## config.mk

```make
export PLATFORM = sky130hd
export DESIGN_NAME = mc_control_fsm
export DESIGN_NICKNAME = d
export VERILOG_FILES = /design/src/rtl/mc_control_fsm.sv
export SDC_FILE = /design/constraint.sdc
export NUM_CORES = 1
export LEC_CHECK = 0
export CORE_MARGIN = 1.5
export CORE_UTILIZATION = 42
export DETAILED_ROUTE_END_ITERATION = 6
export GPL_ROUTABILITY_DRIVEN = 0
export GPL_TIMING_DRIVEN = 0
export PLACE_DENSITY = 0.92
export SETUP_SLACK_MARGIN = 0.3
export SYNTH_ARGS = -nofsm -noshare
export SYNTH_HDL_FRONTEND = slang
export SYNTH_SLANG_ARGS = --single-unit
```

## constraint.sdc

```tcl
create_clock -name clk -period 2.7 [get_ports clk]
set_input_delay 0.405 -clock clk [delete_from_list [all_inputs] [get_ports clk]]
set_output_delay 0.405 -clock clk [all_outputs]
set_load 0.01 [all_outputs]
```

## src/rtl/mc_control_fsm.sv

```systemverilog
// mc_control_fsm: multi-cycle Moore control unit sequencing IF/ID/EXE/MEM/WB and driving datapath controls.
// Optional retired-instruction counter on o_instret when CTRL_INSTRET_EN is defined.
module mc_control_fsm (
    input  logic       clk,
    input  logic       rst_n,
    input  logic [5:0] i_opcode,
    input  logic       i_zero,
    input  logic       i_sign,
    output logic       o_pc_write,
    output logic       o_ir_write,
    output logic       o_mem_read,
    output logic       o_mem_write,
    output logic       o_reg_write,
    output logic [1:0] o_aluop,
    output logic [1:0] o_alu_src_a,
    output logic [1:0] o_alu_src_b,
    output logic       o_ext_sel,
    output logic [1:0] o_pc_src,
    output logic [1:0] o_reg_dst,
    output logic [1:0] o_wb_src,
    output logic       o_halted
`ifdef CTRL_INSTRET_EN
    ,
    output logic [31:0] o_instret
`endif
);
    typedef enum logic [3:0] {
        S_IF, S_ID, S_EXE_AL, S_WB_AL, S_EXE_BR, S_EXE_LS, S_MEM, S_WB_LD, S_HALT
    } state_t;

    state_t r_state, w_next;

    logic w_add, w_sub, w_addiu, w_and, w_andi, w_ori, w_xori, w_sll, w_slti, w_slt;
    logic w_sw, w_lw, w_beq, w_bne, w_bltz, w_j, w_jr, w_jal, w_halt;
    logic w_alu_reg, w_alu_imm, w_log_imm;

    assign w_add   = i_opcode == 6'b000000;
    assign w_sub   = i_opcode == 6'b000001;
    assign w_addiu = i_opcode == 6'b000010;
    assign w_and   = i_opcode == 6'b010000;
    assign w_andi  = i_opcode == 6'b010001;
    assign w_ori   = i_opcode == 6'b010010;
    assign w_xori  = i_opcode == 6'b010011;
    assign w_sll   = i_opcode == 6'b011000;
    assign w_slti  = i_opcode == 6'b100110;
    assign w_slt   = i_opcode == 6'b100111;
    assign w_sw    = i_opcode == 6'b110000;
    assign w_lw    = i_opcode == 6'b110001;
    assign w_beq   = i_opcode == 6'b110100;
    assign w_bne   = i_opcode == 6'b110101;
    assign w_bltz  = i_opcode == 6'b110110;
    assign w_j     = i_opcode == 6'b111000;
    assign w_jr    = i_opcode == 6'b111001;
    assign w_jal   = i_opcode == 6'b111010;
    assign w_halt  = i_opcode == 6'b111111;

    assign w_alu_reg = w_add | w_sub | w_and | w_sll | w_slt;
    assign w_alu_imm = w_addiu | w_andi | w_ori | w_xori | w_slti;
    assign w_log_imm = w_andi | w_ori | w_xori;

    always_ff @(posedge clk or negedge rst_n) begin
        if (!rst_n) r_state <= S_IF;
        else        r_state <= w_next;
    end

    always_comb begin
        w_next      = r_state;
        o_pc_write  = 1'b0;
        o_ir_write  = 1'b0;
        o_mem_read  = 1'b0;
        o_mem_write = 1'b0;
        o_reg_write = 1'b0;
        o_aluop     = 2'b00;
        o_alu_src_a = 2'b00;
        o_alu_src_b = 2'b00;
        o_pc_src    = 2'b00;
        o_reg_dst   = 2'b00;
        o_wb_src    = 2'b00;
        o_halted    = 1'b0;
        // IR holds the fetched opcode only after IF, so the extension select is meaningful from ID on
        o_ext_sel   = (r_state != S_IF) && !w_log_imm;
        case (r_state)
            S_IF: begin
                o_ir_write  = 1'b1;
                o_pc_write  = 1'b1;
                o_alu_src_b = 2'b01;
                w_next      = S_ID;
            end
            S_ID: begin
                if (w_alu_reg | w_alu_imm)      w_next = S_EXE_AL;
                else if (w_beq | w_bne | w_bltz) w_next = S_EXE_BR;
                else if (w_lw | w_sw)           w_next = S_EXE_LS;
                else if (w_halt)                w_next = S_HALT;
                else begin
                    w_next      = S_IF;
                    o_pc_write  = w_j | w_jr | w_jal;
                    o_pc_src    = w_jr ? 2'b11 : (w_j | w_jal) ? 2'b10 : 2'b00;
                    o_reg_write = w_jal;
                    o_reg_dst   = w_jal ? 2'b10 : 2'b00;
                    o_wb_src    = w_jal ? 2'b10 : 2'b00;
                end
            end
            S_EXE_AL: begin
                o_aluop     = 2'b10;
                o_alu_src_a = w_sll ? 2'b10 : 2'b01;
                o_alu_src_b = w_alu_imm ? 2'b10 : 2'b00;
                w_next      = S_WB_AL;
            end
            S_WB_AL: begin
                o_reg_write = 1'b1;
                o_reg_dst   = w_alu_imm ? 2'b00 : 2'b01;
                w_next      = S_IF;
            end
            S_EXE_BR: begin
                o_aluop     = 2'b01;
                o_alu_src_a = 2'b01;
                o_alu_src_b = w_bltz ? 2'b11 : 2'b00;
                o_pc_src    = 2'b01;
                o_pc_write  = (w_beq & i_zero) | (w_bne & ~i_zero) | (w_bltz & i_sign);
                w_next      = S_IF;
            end
            S_EXE_LS: begin
                o_alu_src_a = 2'b01;
                o_alu_src_b = 2'b10;
                w_next      = S_MEM;
            end
            S_MEM: begin
                o_mem_read  = w_lw;
                o_mem_write = w_sw;
                w_next      = w_lw ? S_WB_LD : S_IF;
            end
            S_WB_LD: begin
                o_reg_write = 1'b1;
                o_wb_src    = 2'b01;
                w_next      = S_IF;
            end
            S_HALT: begin
                o_halted = 1'b1;
                w_next   = S_HALT;
            end
            default: w_next = S_IF;
        endcase
    end

`ifdef CTRL_INSTRET_EN
    logic [31:0] r_instret;
    logic        w_retire;

    // IF never loops to itself, so any step into IF is a retirement
    assign w_retire  = (w_next == S_IF) && (r_state != S_IF);
    assign o_instret = r_instret;

    always_ff @(posedge clk or negedge rst_n) begin
        if (!rst_n)        r_instret <= 32'd0;
        else if (w_retire) r_instret <= r_instret + 32'd1;
    end
`endif
endmodule

```

==> results.tsv <==
stage	metric	value	unit
setup_path	WP data arrival	1.99	ns
finish	max reg flops	4	
detailed_routing	vias per cell	6.10	
finish	most frequent cells in the layout	nor2_1 (9), clkdlybuf4s50_1 (9), dlygate4sd2_1 (8)	
yosys	Mapped Area	596	um2
floorplan	width of the die	40.7	um
yosys	async set-or-reset flop fraction in the synthesized netlist	100	%
finish	Reg with most FFs	r_state	
finish	ANT cells	0	
clock_tree	Clock Tree Root	clkbuf_4	
setup_path	CP cell instances	buf_6 -> or2_4 -> or3_4 -> or2_4 -> o221ai_2 -> buf_2	
timing	Final Setup Violations	0	
detailed_routing	final WL	1.90	mm
finish	biggest regs	r_state: 4 flops	
yosys	Most used DFF post-synth	dfrtp_1	
clock_tree	CTS buffer count	3	
setup_path	Req. time, crit path	2.30	ns
detailed_routing	Routed Antenna Nets	0	
global_routing	first-pass GRT wire length	2.83	mm
finish	final cell count without fillers	130	
yosys	Syn Inst Count	85	
clock_tree	Worst-path clk slew	0.04	ns
yosys	flops & latches, synth	4	
detailed_routing	vias	793	
timing	maximum clock rate	417	MHz
clock_tree	Bufs on Longest Clock Path	2	
setup_path	most frequent CP cell	or2_4	
timing	Max Clock Skew	0.00181	ns
setup_path	Top delay family on crit path	simple AND/OR/NAND/NOR gates	
setup_path	critical path's largest stage delay	0.38	ns
pwr	total power	597	uW
floorplan	number of I/O pins	29	
timing	Final min period	2.40	ns
global_routing	initial antenna violation count	0	
yosys	top cells by area in the synthesized netlist	dfrtp_1 (17%), nand2b_1 (6.3%), a21oi_1 (5.9%), nor2_1 (5.7%), o32ai_1 (4.4%)	
finish	area grow syn2layout	56.9	%
timing	final hold vios	0	
floorplan	Die Ht	40.7	um
timing	Final WS setup	0.301	ns
clock_tree	Clock Latency Late Sink	0.24	ns
setup_path	R2R cell count	4	
pwr	power density over cell area	638	nW/um2
clock_tree	clock sinks	4	
run	# Max-Cap Violations	0	
floorplan	FP Rows	13	
timing	Slew Limit Fails	0	
floorplan	Core Box Area	1320	um2
clock_tree	CTS tree	yes	
setup_path	Slowest-stage cell, CP	or3_4	
setup_path	critical-path maximum fanout	10	
timing	final worst-path cycle share	88.8	%
global_routing	GRT Util Overall	25.8	%
run_status	status	finished clean	
finish	share of layout cells above drive strength 1	22.6	%
setup_path	kind of start point of the critical path	register	
setup_path	flop-to-flop setup slack	1.08	ns
timing	hold_ws	0.374	ns
setup_path	number of buffers and inverters on the critical path	2	
global_routing	number of global-route vias before repair	671	
detailed_routing	drt pass-1 iters	5	
setup_path	reg2reg start	r_state[2]$_DFF_PN0_	
placed_design	IO buf count	27	
placed_design	placed cell count	127	
timing	Worst slew margin	66.5	%
pwr	Leakage	0.000437	uW
timing	RSZ-0062 raised after global routing	yes	
yosys	syn_area_per_cell	7.01	um2
setup_path	Worst path depth	6	
yosys	Netlist cell types	36	
yosys	sequential fraction of the synthesis area	16.8	%
placed_design	dpl hpwl	1.37	mm
setup_path	crit end category	primary output	
global_routing	largest net degree at the start of global routing	11	
placed_design	Post-Place Setup Slack	-0.221	ns
finish	filler instances	98	
detailed_routing	Iteration-0 DRC Markers	27	
yosys	Synth area leader	dfrtp_1	
timing	transition time of the tightest slew-check pin	0.496	ns
detailed_routing	WL per Instance	14.6	um
clock_tree	postcts setup bufs	0	
floorplan	Initial Util	45.2	%
yosys	syn_nets	95	
yosys	number of synthesized flops with an enable pin	0	
floorplan	die area	1650	um2
detailed_routing	# DRC	0	
yosys	Yosys warning total	0	
clock_tree	H-tree depth	1	
setup_path	Setup CP Type	register to primary output	
finish	Final #Nets	127	
yosys	post-synth top area share	16.8	%
hold_path	Worst Hold Class	input port to asynchronous set/reset pin	
global_routing	gr ovfl total	0	
setup_path	FF-to-FF End	r_state[2]$_DFF_PN0_	
pwr	maximum vdd ir drop	0.433	mV
-- Yosys cell counts (2+ instances only) --
cell / n
a21oi_1: 7
and2_1: 2
clkbuf_1: 4
dfrtp_1: 4
inv_1: 3
nand2_1: 5
nand2b_1: 6
nand3_1: 3
nor2_1: 9
nor2b_1: 3
nor3_1: 4
nor4_1: 3
o21a_1: 3
o21ai_0: 2
o31ai_1: 2
o32ai_1: 3
or2_2: 2
or2_4: 2
-- metrics by stage --
stage	TNS, ns	area [um2]	util, %
6_report	0	935	70.9
5_1_grt	0	935	70.9
4_1_cts	0	905	68.7
3_5_place_dp	-0.770	885	67.1
3_3_place_gp	-0.691	885	67.1
2_1_floorplan	0	596	-
-- cell families after synthesis --
logic type	synth area share [%]
AND/OR/NAND/NOR	44.1
AO/OA/AOI/OAI	29.2
buffers and inverters	8.40
flip-flops	16.8
XOR/XNOR	1.47
-- final cells by class --
class	count	area, um2	area share, %
Buffer	7	57.6	6.16
Tap cell	15	18.8	2.01
Timing Repair Buffer	27	245	26.2
Sequential cell	4	100	10.7
Clock buffer	3	22.5	2.41
Inverter	3	11.3	1.20
Multi-Input combinational cell	71	479	51.3
-- how the worst max path moves through the flow --
stage | start | slack, ns | end
2_1_floorplan | r_state[3]$_DFF_PN0_ | 0.70 | o_pc_write
3_3_place_gp | i_opcode[4] | -0.21 | o_pc_write
3_5_place_dp | i_opcode[4] | -0.22 | o_pc_write
4_1_cts | r_state[2]$_DFF_PN0_ | 0.17 | o_pc_write
5_1_grt | r_state[3]$_DFF_PN0_ | 0.26 | o_pc_write
6_report | r_state[2]$_DFF_PN0_ | 0.30 | o_pc_write
-- timing repair --
item | CTS | global route
pin swaps | 1 | 0
hold buffers | 0 | 0
endpoints found under the setup margin | 15 | 13
gates resized for setup | 31 | 20
-- power breakdown --
group          switching (uW)  internal, uW  leakage [uW]
clock network            26.5          49.9     0.0000138
registers                7.53          78.2     0.0000528
logic                     239           196      0.000371
-- metal layers --
| layer | part of all wire, % | GRT usage [%] | up-vias |
|---|---|---|---|
| met1 | 42 | 29.1 | 346 |
| li1 | - | - | 376 |
| met2 | 46 | 43.3 | 65 |
| met5 | 0 | 0 | - |
| met3 | 11 | 10.3 | 6 |
| met4 | 0.95 | 9.17 | 0 |
Note: power is estimated with default switching activity, not from simulation.
